[src/rtl/booth_multiplier_pkg.sv]
// Shared definitions for the radix-2 Booth multiplier: FSM states, Booth op codes
// and the iteration count.
package booth_multiplier_pkg;

  localparam int unsigned MUL_ITER = 8;

  typedef enum logic {
    ST_IDLE = 1'b0,
    ST_CALC = 1'b1
  } state_t;

  typedef enum logic [1:0] {
    OP_NOP = 2'b00,
    OP_ADD = 2'b01,
    OP_SUB = 2'b10
  } booth_op_t;

  // {Q[0], q_1}: 01 -> add M, 10 -> subtract M, 00/11 -> no-op
  function automatic booth_op_t booth_decode(input logic q0, input logic qm1);
    booth_op_t op;
    case ({q0, qm1})
      2'b01:   op = OP_ADD;
      2'b10:   op = OP_SUB;
      default: op = OP_NOP;
    endcase
    return op;
  endfunction

endpackage

[src/rtl/booth_multiplier_adder.sv]
// 8-bit adder/subtractor: b is inverted when cin = 1, so sum = a - b in that case.
module Parallel_Adder (
  input  logic [7:0] a,
  input  logic [7:0] b,
  input  logic       cin,
  output logic [7:0] sum,
  output logic       cout
);

  logic [7:0] b_x;

  always_comb begin
    b_x         = b ^ {8{cin}};
    {cout, sum} = {1'b0, a} + {1'b0, b_x} + {8'd0, cin};
  end

endmodule

[src/rtl/booth_multiplier.sv]
// Sequential 8x8 signed radix-2 Booth multiplier; one shift-add iteration per
// clock through Parallel_Adder, start/busy/done handshake, 16-bit product.
module booth_multiplier
  import booth_multiplier_pkg::*;
(
  input  logic        clk,
  input  logic        rst_n,
  input  logic        start,
  input  logic [7:0]  mcand,
  input  logic [7:0]  mplier,
  output logic        busy,
  output logic        done,
  output logic [15:0] product
);

  localparam logic [2:0] CNT_LAST = 3'(MUL_ITER - 1);

  state_t     state;
  logic [7:0] m_q;
  logic [7:0] q_q;
  logic [7:0] a_q;
  logic       q_1;
  logic [2:0] cnt;

  booth_op_t  op;
  logic       sub;
  logic [7:0] sum;
  logic       cout;
  logic [7:0] r;
  logic       s8;
  logic [7:0] a_next;
  logic [7:0] q_next;
  logic       q_1_next;

  Parallel_Adder u_add (
    .a    (a_q),
    .b    (m_q),
    .cin  (sub),
    .sum  (sum),
    .cout (cout)
  );

  always_comb begin
    op  = booth_decode(q_q[0], q_1);
    sub = (op == OP_SUB);
    if (op == OP_NOP) begin
      r  = a_q;
      s8 = a_q[7];
    end else begin
      r  = sum;
      // true sign of the 9-bit A +/- M, needed when the 8-bit result overflows
      s8 = a_q[7] ^ (m_q[7] ^ sub) ^ cout;
    end
    {a_next, q_next, q_1_next} = {s8, r, q_q};
  end

  always_ff @(posedge clk or negedge rst_n) begin
    if (!rst_n) begin
      state   <= ST_IDLE;
      busy    <= 1'b0;
      done    <= 1'b0;
      product <= '0;
      m_q     <= '0;
      q_q     <= '0;
      a_q     <= '0;
      q_1     <= 1'b0;
      cnt     <= '0;
    end else begin
      done <= 1'b0;
      case (state)
        ST_IDLE: begin
          if (start) begin
            m_q   <= mcand;
            q_q   <= mplier;
            a_q   <= '0;
            q_1   <= 1'b0;
            cnt   <= '0;
            state <= ST_CALC;
            busy  <= 1'b1;
          end
        end
        ST_CALC: begin
          a_q <= a_next;
          q_q <= q_next;
          q_1 <= q_1_next;
          cnt <= cnt + 3'd1;
          if (cnt == CNT_LAST) begin
            product <= {a_next, q_next};
            done    <= 1'b1;
            state   <= ST_IDLE;
            busy    <= 1'b0;
          end
        end
        default: begin
          state <= ST_IDLE;
          busy  <= 1'b0;
        end
      endcase
    end
  end

endmodule
[config.mk]
export PLATFORM = sky130hd
export DESIGN_NAME = booth_multiplier
export DESIGN_NICKNAME = d
export VERILOG_FILES = /design/src/rtl/booth_multiplier_pkg.sv /design/src/rtl/booth_multiplier_adder.sv /design/src/rtl/booth_multiplier.sv
export SDC_FILE = /design/constraint.sdc
export NUM_CORES = 1
export LEC_CHECK = 0
export BUFFER_PORTS_ARGS = -buffer_cell sky130_fd_sc_hd__buf_2
export CORE_UTILIZATION = 55
export CTS_BUF_LIST = sky130_fd_sc_hd__clkbuf_8 sky130_fd_sc_hd__clkbuf_16
export CTS_CLUSTER_SIZE = 10
export DETAILED_ROUTE_END_ITERATION = 10
export GPL_TIMING_DRIVEN = 0
export HOLD_SLACK_MARGIN = 0.12
export PLACE_DENSITY = 0.78
export SKIP_LAST_GASP = 1
export SYNTH_ARGS = -nofsm -noshare
export SYNTH_HDL_FRONTEND = slang
export SYNTH_SLANG_ARGS = --single-unit
[constraint.sdc]
create_clock -name clk -period 7.63 [get_ports clk]
set_clock_uncertainty 0.05 [all_clocks]
set_input_delay 0.3815 -clock clk [delete_from_list [all_inputs] [get_ports clk]]
set_output_delay 0.3815 -clock clk [all_outputs]
set_load 0.01 [all_outputs]
* Word-level counts from Yosys, hierarchy flattened
Cells that the tools add are included.
** Storage, ports and cells
- Register bits :: 47
- Bits of input ports :: 19
- Output and inout port bits :: 18
- Word-level logic and storage cells :: 46
** Operators by class
- $add $sub $neg :: 3
- Equality and inequality tests :: 6
- Mux-type cells :: 19
- Bitwise operators :: 5
- Reductions and logical operators :: 4
** Operator list (count)
- case mux 8 bit (2 select lines) :: 2
- 2-to-1 mux 8 bit :: 3
- adder 8 x 8 -> 9 bit :: 1
- adder 9 x 1 -> 9 bit :: 1
- 2-to-1 mux 1 bit :: 8
- XOR 8 bit :: 1
- case mux 1 bit (2 select lines) :: 3
- case mux 3 bit (2 select lines) :: 1
- AND reduction 2 bit :: 3
- equality test 2 bit, second input constant :: 2
- case mux 2 bit (2 select lines) :: 1
- adder 3 x 1 -> 3 bit, second input constant :: 1
- equality test 3 bit, second input constant :: 1
- 2-to-1 mux 3 bit :: 1
- XOR 1 bit :: 3
- equality test 2 x 1 -> 1 bit, second input constant :: 1
- logical NOT 2 bit :: 1
- inequality test 2 x 1 -> 1 bit, second input constant :: 1
- inequality test 2 bit, second input constant :: 1
- inverter 1 bit :: 1

* Depth between registers and ports, before layout
- Depth in word-level cells :: 9
- Mapped depth :: 11
- Gate-level depth less buffers :: 10

* Modules after synthesis
Synthesis repeated with hierarchy kept, for this count alone.
** Unflattened totals
- Cells, all modules :: 222
- Area, all modules :: 2444.8 um^2
** By module, submodules not included
- booth_multiplier :: instances 1, cells an instance 174, area each 2047.0 um^2, sequential area each 1176.1 um^2
- Parallel_Adder :: instances 1, cells an instance 48, area each 397.9 um^2, sequential area each 0.0 um^2

* Worst setup path after synthesis
Ideal clock, no wire load.
- Path kind :: register to register
- Start point :: reg q_q[0]
- End point :: reg product[13]
- Arrival time :: 2.399 ns
- Setup slack :: 5.056 ns
- Stages on the path, launching flop included :: 11
- Buffers on the path :: 1
- Period minus slack after synthesis :: 2.574 ns
- Path through :: dfrtp_1 > ha_1 > buf_6 > mux2_4 > fa_1 > a211oi_1 > o21bai_1 > a21oi_1 > xor2_1 > o21ai_0 > mux2_2
** On the way
- Word-level cells in the longest chain between the ends :: 7
** Ends and longest elaborated chain
- start: declaration :: RTL line booth_multiplier.sv:20 : logic [7:0] q_q;
- start signal: assignment :: RTL line booth_multiplier.sv:74 : q_q <= mplier;
- start signal: assignment :: RTL line booth_multiplier.sv:84 : q_q <= q_next;
- equality test 2 bit or equality test 2 x 1 -> 1 bit (tied branches) :: RTL line booth_multiplier_pkg.sv:21 : case ({q0, qm1})
- case mux 2 bit (2 select lines) (*) :: RTL line booth_multiplier_pkg.sv:21
- equality test 2 bit :: RTL line booth_multiplier.sv:45 : sub = (op == OP_SUB);
- XOR 8 bit :: RTL line booth_multiplier_adder.sv:13 : b_x = b ^ {8{cin}};
- adder 8 x 8 -> 9 bit :: RTL line booth_multiplier_adder.sv:14 : {cout, sum} = {1'b0, a} + {1'b0, b_x} + {8'd0, cin};
- adder 9 x 1 -> 9 bit :: RTL line booth_multiplier_adder.sv:14
- 2-to-1 mux 8 bit (*) :: RTL line booth_multiplier.sv:46 : if (op == OP_NOP) begin
- end signal: assignment :: RTL line booth_multiplier.sv:88 : product <= {a_next, q_next};
- end: declaration :: RTL line booth_multiplier.sv:13 : output logic [15:0] product
Every way passes the cells marked *; elsewhere a longest branch is shown, timed or not.
A chain may end at the register's enable or synchronous reset.

* Worst setup path in the final report
Ends and elaborated chain as after synthesis.

==> results.yml <==
global_route:
  grt_max_degree: 48
  antenna_found_initial: 0
  grt_first_pass_wirelength_um: 7650
  met1_usage: 0.304
  gr-usage-met2: 0.365
  busiest_layer: "met2"
  use_met3: 0.0541
  grt_pass1_vias: 1627
  track_usage: 0.230
  overflow: 0
cts:
  h-tree-depth: 2
  cts_root_buf: "clkbuf_8"
  numCtsBuffers: 5
  cts_resized: 0
  cts_tree: "yes"
  cts_setup_buffers: 0
  cts.sinks: 47
  cts.clk_slew.worst_paths_ns: 0.09
  worstSkewPairLatency_ns: 0.30
  cts_hold_buffers: 0
  clock_path_buffers: 2
yosys:
  syn_nets: 238
  synth_area_per_cell_um2: 11.3
  yosys.area.top_type: "dfrtp_1"
  ys_warn_count: 0
  netlist_area_um2: 2360
  synth-edff-count: 0
  ys_types: 36
  yosysMostFrequentCell: "dfrtp_1"
  ys_seq_area_frac: 0.498
  yosys-top-cells-count: "dfrtp_1, nand2_1, mux2_2"
  synth_flop_cell: "dfrtp_1"
  synthCells: 208
  synthArstFlopShare: 1.00
  synth_top_area_share: 0.498
  ys_ff_latch: 47
  synthTopCellsByArea: "dfrtp_1, mux2_2, ha_1"
floorplan:
  fp-row-count: 23
  die_area_um2: 4560
  die_x_um: 67.5
  initial_utilization: 0.582
  core_area_um2: 4060
  die_h_um: 67.5
  boundaryPins: 37
pwr:
  leakage_nw: 1.34
  vdd.ir_drop.worst_mv: 0.259
  powerDensity_nw_per_um2: 552
place:
  post-dp-hpwl_um: 3180
  gp_congestion: 0.806
  postPlaceCellArea_um2: 2600
  numPortBuffers: 36
  placed_cells: 294
final_layout:
  final_cell_area_um2: 2710
  multi_input_area_um2: 1110
  regArea_um2: 1180
  diodes: 0
  drive_gt1_frac: 0.271
  fin_nets: 281
  fillers: 319
  syn2layout_area_growth_pct: 14.8
  stdcell_count: 301
  post-route-util: 0.668
route:
  dr.pass1.iters: 4
  route.antenna.remaining_nets: 0
  wl_um: 4480
  drcViolationCount: 0
  vias: 1657
  wl_per_cell_um: 14.9
  via_per_inst: 5.50
  drtIter0Drc: 94
critical_path:
  cp.required_ns: 7.77
  cp_max_fo: 8
  r2r_start: "q_q[0]"
  reg2reg_to: "product[13]"
  critPathCaptureType: "flop"
  r2r_slack_ns: 4.77
  critPathBufInv: 1
  crit_type: "flop to flop"
  r2r_cells: 10
  startpoint_type: "flop"
  critPathSlowestCell: "fa_1"
  cpLargestDelayFamily: "compound AO/OA/AOI/OAI gates"
  critPathArrivalTime_ns: 3.00
  path_cells: "ha_1, buf_6, mux2_4, fa_1, a211oi_1, o21bai_1, a21oi_1, xor2_1, o21ai_0, mux2_2"
  slowest_delay_ns: 0.43
timing:
  worstMarginPinSlew_ns: 1.01
  fin_crit_sh: 0.375
  finalMaxSlewViolations: 0
  hold_viol: 0
  period_minus_slack_ns: 2.86
  grt_setup_unrepaired: "false"
  slew_headroom: 0.324
  setup_viol: 0
  max_clock_freq_ghz: 0.350
  fin_tns_setup_ns: 0
status:
  status: "complete, no violations"
hold_path:
  hp-class: "input pin to async pin"
job:
  maxCapViolCount: 0
final cells by class:
cell class	instances	area share
buffer	11	0.0222
sequential	47	0.434
multi-input combinational	146	0.409
clock inverter	2	0.0139
clock buffer	5	0.0254
inverter	4	0.00554
timing repair buffer	36	0.0665
tap	50	0.0231
flip-flops by register name (all words and copies together) (netlist names):
signal,flops
state,1
cnt,3
q_1,1
busy,1
product,16
m_q,8
done,1
q_q,8
a_q,8
routing by layer:
layer / vias to the layer above / wire (um)
li1: 816 / -
met1: 804 / 2130
met2: 32 / 2150
met3: 5 / 143
met4: 0 / 54
met5: - / 0
cell usage in the layout, fill, tap and decap left out, types with 5 or more instances in the layout:
cell	instances
a21oi_1	7
nand2_1	20
nor2_1	8
a21o_1	5
xor2_1	11
nand2b_1	6
ha_1	10
mux2_2	18
clkbuf_8	6
clkbuf_1	6
mux2i_1	12
buf_2	37
dfrtp_1	47
o21ai_0	16
worst max path at each step:
stage | startpoint | endpoint | slack, ns | depth (start not counted)
after floorplan | q_q[0] | product[13] | 5.06 | 10
after global placement | q_q[0] | product[13] | 4.85 | 10
after detailed placement | q_q[0] | product[13] | 4.81 | 10
after CTS | q_q[0] | product[13] | 4.78 | 10
after global routing | q_q[0] | product[13] | 4.56 | 10
final | q_q[0] | product[13] | 4.77 | 10
through the flow:
step	total power [W]	hold WS, ns	setup slack (ns)
global route	0.00164	0.260	4.56
global placement	0.00128	0.408	4.85
detailed placement	0.00132	0.419	4.81
finish	0.00150	0.194	4.77
floorplan	0.00112	0.0359	5.06
CTS	0.00150	0.236	4.78
power breakdown:
group / internal (W) / switching (W) / total (W) / leakage (nW)
registers: 0.000378 / 0.0000804 / 0.000459 / 0.573
clock network: 0.0000958 / 0.0000825 / 0.000178 / 0.0502
logic: 0.000393 / 0.000466 / 0.000859 / 0.712
total: 0.000867 / 0.000629 / 0.00150 / 1.34
kinds of logic after synthesis:
family | Yosys count | synth area share
xor+xnor | 14 | 0.0520
simple gates | 45 | 0.0885
compound gates | 45 | 0.125
mux | 31 | 0.143
fa+ha+maj | 11 | 0.0615
buf+inv | 15 | 0.0318
flops | 47 | 0.498
No activity file was read; power rests on OpenSTA's default activity.
